<file path="config.mk">
export PLATFORM = sky130hd
export DESIGN_NAME = cla_try
export DESIGN_NICKNAME = d
export VERILOG_FILES = /design/src/rtl/cla_pkg.sv /design/src/rtl/cla_carry_gen.sv /design/src/rtl/cla_try.sv
export SDC_FILE = /design/constraint.sdc
export NUM_CORES = 1
export LEC_CHECK = 0
export ABC_AREA = 0
export CAP_MARGIN = 10
export CORE_AREA = 2 2 39 41
export DETAILED_ROUTE_END_ITERATION = 7
export DIE_AREA = 0 0 41 43
export GPL_TIMING_DRIVEN = 0
export MAX_ROUTING_LAYER = met4
export PLACE_DENSITY = 0.58
export SKIP_CTS_REPAIR_TIMING = 1
export SLEW_MARGIN = 15
export SYNTH_ARGS = -nofsm -noshare
export SYNTH_HDL_FRONTEND = slang
export SYNTH_SLANG_ARGS = --single-unit
</file>
<file path="constraint.sdc">
create_clock -name clk -period 0.8 [get_ports clk]
set_input_delay 0.08 -clock clk [delete_from_list [all_inputs] [get_ports clk]]
set_output_delay 0.08 -clock clk [all_outputs]
set_load 0.005 [all_outputs]
</file>
<file path="src/rtl/cla_pkg.sv">
// Shared definitions for the 4-bit carry-lookahead adder: width, nibble type and
// the bitwise 2-of-3 majority voter used by the CLA_FT_TMR_EN carry network.
package cla_pkg;

    localparam int WIDTH = 4;

    typedef logic [WIDTH-1:0] nibble_t;

    function automatic logic [WIDTH:1] maj3(
        input logic [WIDTH:1] x,
        input logic [WIDTH:1] y,
        input logic [WIDTH:1] z
    );
        maj3 = (x & y) | (x & z) | (y & z);
    endfunction

endpackage

</file>
<file path="src/rtl/cla_carry_gen.sv">
// Two-level lookahead carry network: every carry is a flat sum-of-products of
// generate/propagate terms and cin, with no ripple dependency between carries.
module cla_carry_gen
    import cla_pkg::*;
(
    input  nibble_t    g,
    input  nibble_t    p,
    input  logic       cin,
    output logic [4:1] c
);

    assign c[1] = g[0] | (p[0] & cin);
    assign c[2] = g[1] | (p[1] & g[0]) | (p[1] & p[0] & cin);
    assign c[3] = g[2] | (p[2] & g[1]) | (p[2] & p[1] & g[0])
                | (p[2] & p[1] & p[0] & cin);
    assign c[4] = g[3] | (p[3] & g[2]) | (p[3] & p[2] & g[1])
                | (p[3] & p[2] & p[1] & g[0]) | (p[3] & p[2] & p[1] & p[0] & cin);

endmodule

</file>
<file path="src/rtl/cla_try.sv">
// 4-bit carry-lookahead adder with optional output register (REG_OUT).
// Define CLA_FT_TMR_EN to triplicate the carry network with majority voting and a fault flag.
module cla_try
    import cla_pkg::*;
#(
    parameter int REG_OUT = 1
) (
    input  logic       clk,
    input  logic       rst_n,
    input  logic [3:0] a,
    input  logic [3:0] b,
    input  logic       cin,
    output logic [3:0] Sum,
    output logic       C,
    output logic       fault
);

    nibble_t    g_s;
    nibble_t    p_s;
    logic [4:1] carry_s;
    logic       gg_s;
    logic       pg_s;
    nibble_t    sum_s;
    logic       c_s;
    logic       fault_s;
    logic       c4_unused_s;

    assign g_s = a & b;
    assign p_s = a ^ b;

`ifdef CLA_FT_TMR_EN
    logic [4:1] carry_a_s;
    logic [4:1] carry_b_s;
    logic [4:1] carry_c_s;

    cla_carry_gen u_carry_gen_a (.g(g_s), .p(p_s), .cin(cin), .c(carry_a_s));
    cla_carry_gen u_carry_gen_b (.g(g_s), .p(p_s), .cin(cin), .c(carry_b_s));
    cla_carry_gen u_carry_gen_c (.g(g_s), .p(p_s), .cin(cin), .c(carry_c_s));

    assign carry_s = maj3(carry_a_s, carry_b_s, carry_c_s);
    assign fault_s = (carry_a_s != carry_b_s) | (carry_b_s != carry_c_s);
`else
    cla_carry_gen u_carry_gen (.g(g_s), .p(p_s), .cin(cin), .c(carry_s));

    assign fault_s = 1'b0;
`endif

    // Carry-out comes from the group terms; the network's own c4 is redundant here.
    assign gg_s        = g_s[3] | (p_s[3] & g_s[2]) | (p_s[3] & p_s[2] & g_s[1])
                       | (p_s[3] & p_s[2] & p_s[1] & g_s[0]);
    assign pg_s        = &p_s;
    assign c_s         = gg_s | (pg_s & cin);
    assign c4_unused_s = carry_s[4];
    assign sum_s       = p_s ^ {carry_s[3:1], cin};

    generate
        if (REG_OUT != 0) begin : gen_reg
            logic [3:0] sum_r;
            logic       c_r;
            logic       fault_r;

            // Output register; async reset clears any in-flight result.
            always_ff @(posedge clk or negedge rst_n) begin
                if (!rst_n) begin
                    sum_r   <= 4'h0;
                    c_r     <= 1'b0;
                    fault_r <= 1'b0;
                end else begin
                    sum_r   <= sum_s;
                    c_r     <= c_s;
                    fault_r <= fault_s;
                end
            end

            assign Sum   = sum_r;
            assign C     = c_r;
            assign fault = fault_r;
        end else begin : gen_comb
            assign Sum   = sum_s;
            assign C     = c_s;
            assign fault = fault_s;
        end
    endgenerate

endmodule

</file>
==> results_dict.tcl <==
set metrics [dict create \
    status "finished, violations left" \
    violations "setup timing" \
    p_per_area_mw_per_mm2 1609 \
    fp.dieH_microns 43 \
    layout-drive-gt1-share_pct 43.18 \
    synth_top_area_share_pct 44.05 \
    rsz0062_at_grt "true" \
    grtUsageTotal_pct 6.508 \
    crit_buf_inv 1 \
    rows 14 \
    yosysWarnings 0 \
    crit_family "buffers and inverters" \
    critPathLaunchType "input port" \
    areaGrowthSynthToFinish_pct 78.85 \
    clockBufferDepth 2 \
    grt_pass1_wl_microns 690 \
    ys_ff_latch 5 \
    synth.net_count 40 \
    grt_overflow_total 0 \
    drv_slew 0 \
    io_pins 17 \
    ys_seq_area_share_pct 44.05 \
    final_util_pct 36.71 \
    synth.cells.most_frequent "dfrtp_1, ha_1, inv_1" \
    grt_pass1_vias 185 \
    total_power_uw 817.3 \
    synthesis.area_sq_um 284.0 \
    cap_violations 0 \
    clkSlewWorstSetupHoldPaths_ps 50 \
    cts_tree "built" \
    async_reset_ff_share_pct 100.0 \
    fmax_ghz 1.170 \
    antenna_found_initial 0 \
    routed_via_density 3.817 \
    leakage_uw 0.0002791 \
    syn_inst 24 \
    crit_fanout 2 \
    cts_sinks 5 \
    hold_viol_final 0 \
    die_area_sq_mm 0.001763 \
    slowest_delay_ps 400 \
    wl_per_cell_microns 8.217 \
    crit_path_end_kind "flop" \
    start_util_pct 20.52 \
    gp_congestion 0.5961 \
    fin_ws_ps -54.93 \
    synth_ff_type "dfrtp_1" \
    setup_viol 2 \
    crit_chain "clkdlybuf4s50_1 -> ha_1 -> a21o_1" \
    dr.pass1.iters 1 \
    grt_max_degree 6 \
    worstPathArrival_ps 980 \
    htreeDepth 1 \
    finalCritPeriodShare_pct 106.9 \
    port_buffers 15 \
    routed_wl_microns 493 \
    num_antenna_cells 0 \
    vias 229 \
    period_needed_ps 854.9 \
    hold_path.class "input port to async pin" \
    avgSynthCellArea_sq_um 11.83 \
    ant_nets 0 \
    pre_cts_ws_ps -715.6 \
    synthTopCellsByArea "dfrtp_1, ha_1, a21o_1, fa_1, xnor2_1" \
    yosysTopAreaCell "dfrtp_1" \
    die_x_microns 41 \
    nNetsFinal 61 \
    cts-root-buf "clkbuf_4" \
    yosysUniqueCellTypes 11 \
    core_sq_mm 0.001384 \
    drtIter0Drc 0 \
    ir_drop_mv 0.4845 \
    crit_type "input port to flop" \
    drc_errors 0 \
    cp_slowest_cell "clkdlybuf4s50_1" \
    cts_buffers 3 \
    synth_most_common_cell "dfrtp_1" \
    synth_edf_count 0 \
    required_ps 930 \
]
[power breakdown]
part	internal (uW)	switching (uW)	leakage [uW]
logic	137	90.3	0.000203
clock network	181	103	0.0000177
registers	297	9.29	0.0000587
total	615	202	0.000279
[final cells by class]
class / instances / area (sq um)
fill: 154 / 875.8
sequential: 5 / 125.1
clock buffer: 3 / 22.52
buffer: 1 / 7.507
multi-input combinational: 14 / 176.4
inverter: 4 / 15.01
clock inverter: 1 / 5.005
timing repair buffer: 16 / 136.4
tap: 16 / 20.02
[layer usage]
layer  vias up  GRT usage, %  share of wire, %
li1        116             -                 -
met1        99         7.166                40
met2        14         7.187                43
met3         0         3.141                17
met4         0         8.000                 0
met5         -             -                 0
[how the worst max path moves through the flow]
stage,from,end,slack (ps),depth (start not counted)
after floorplan,a[0],C$_DFF_PN0_,-140,4
after global placement,a[0],C$_DFF_PN0_,-720,5
after detailed placement,a[0],C$_DFF_PN0_,-720,5
after CTS,a[0],C$_DFF_PN0_,-460,5
after global routing,a[3],C$_DFF_PN0_,-70,3
final,a[3],C$_DFF_PN0_,-50,3
[per-stage QoR]
step	hold slack, ps	cells	cell area, sq um	TNS, ps
global placement	313.1	55	479.2	-3504
detailed placement	314.4	55	479.2	-3530
global route	53.92	60	508.0	-199.6
floorplan	-215.6	24	309.0	-298.3
CTS	51.85	59	506.7	-3573
finish	52.45	60	508.0	-86.36
[sequential cells by signal (all words and copies together) (netlist names)]
name,flops
Sum,4
C,1
[cell families after synthesis]
group / share of synthesized area, %
other: 1.320
xor gates and xnor gates: 9.253
AOI/OAI and AO/OA: 12.77
DFF: 44.05
adders and majority gates: 24.67
buffers and inverters: 7.929
[placed cells by master (no fill, tap or decap), drive strengths merged]
cell type      Yosys  routed
clkbuf             0      10
dfrtp              5       5
inv                4       4
ha                 4       4
buf                1       4
a21o               3       3
dlymetal6s2s       0       3
clkdlybuf4s50      0       3
xnor2              2       2
a21oi              1       1
a31o               1       1
xor2               1       1
fa                 1       1
conb               1       1
clkinv             0       1
(Power assumes the default switching activity.)
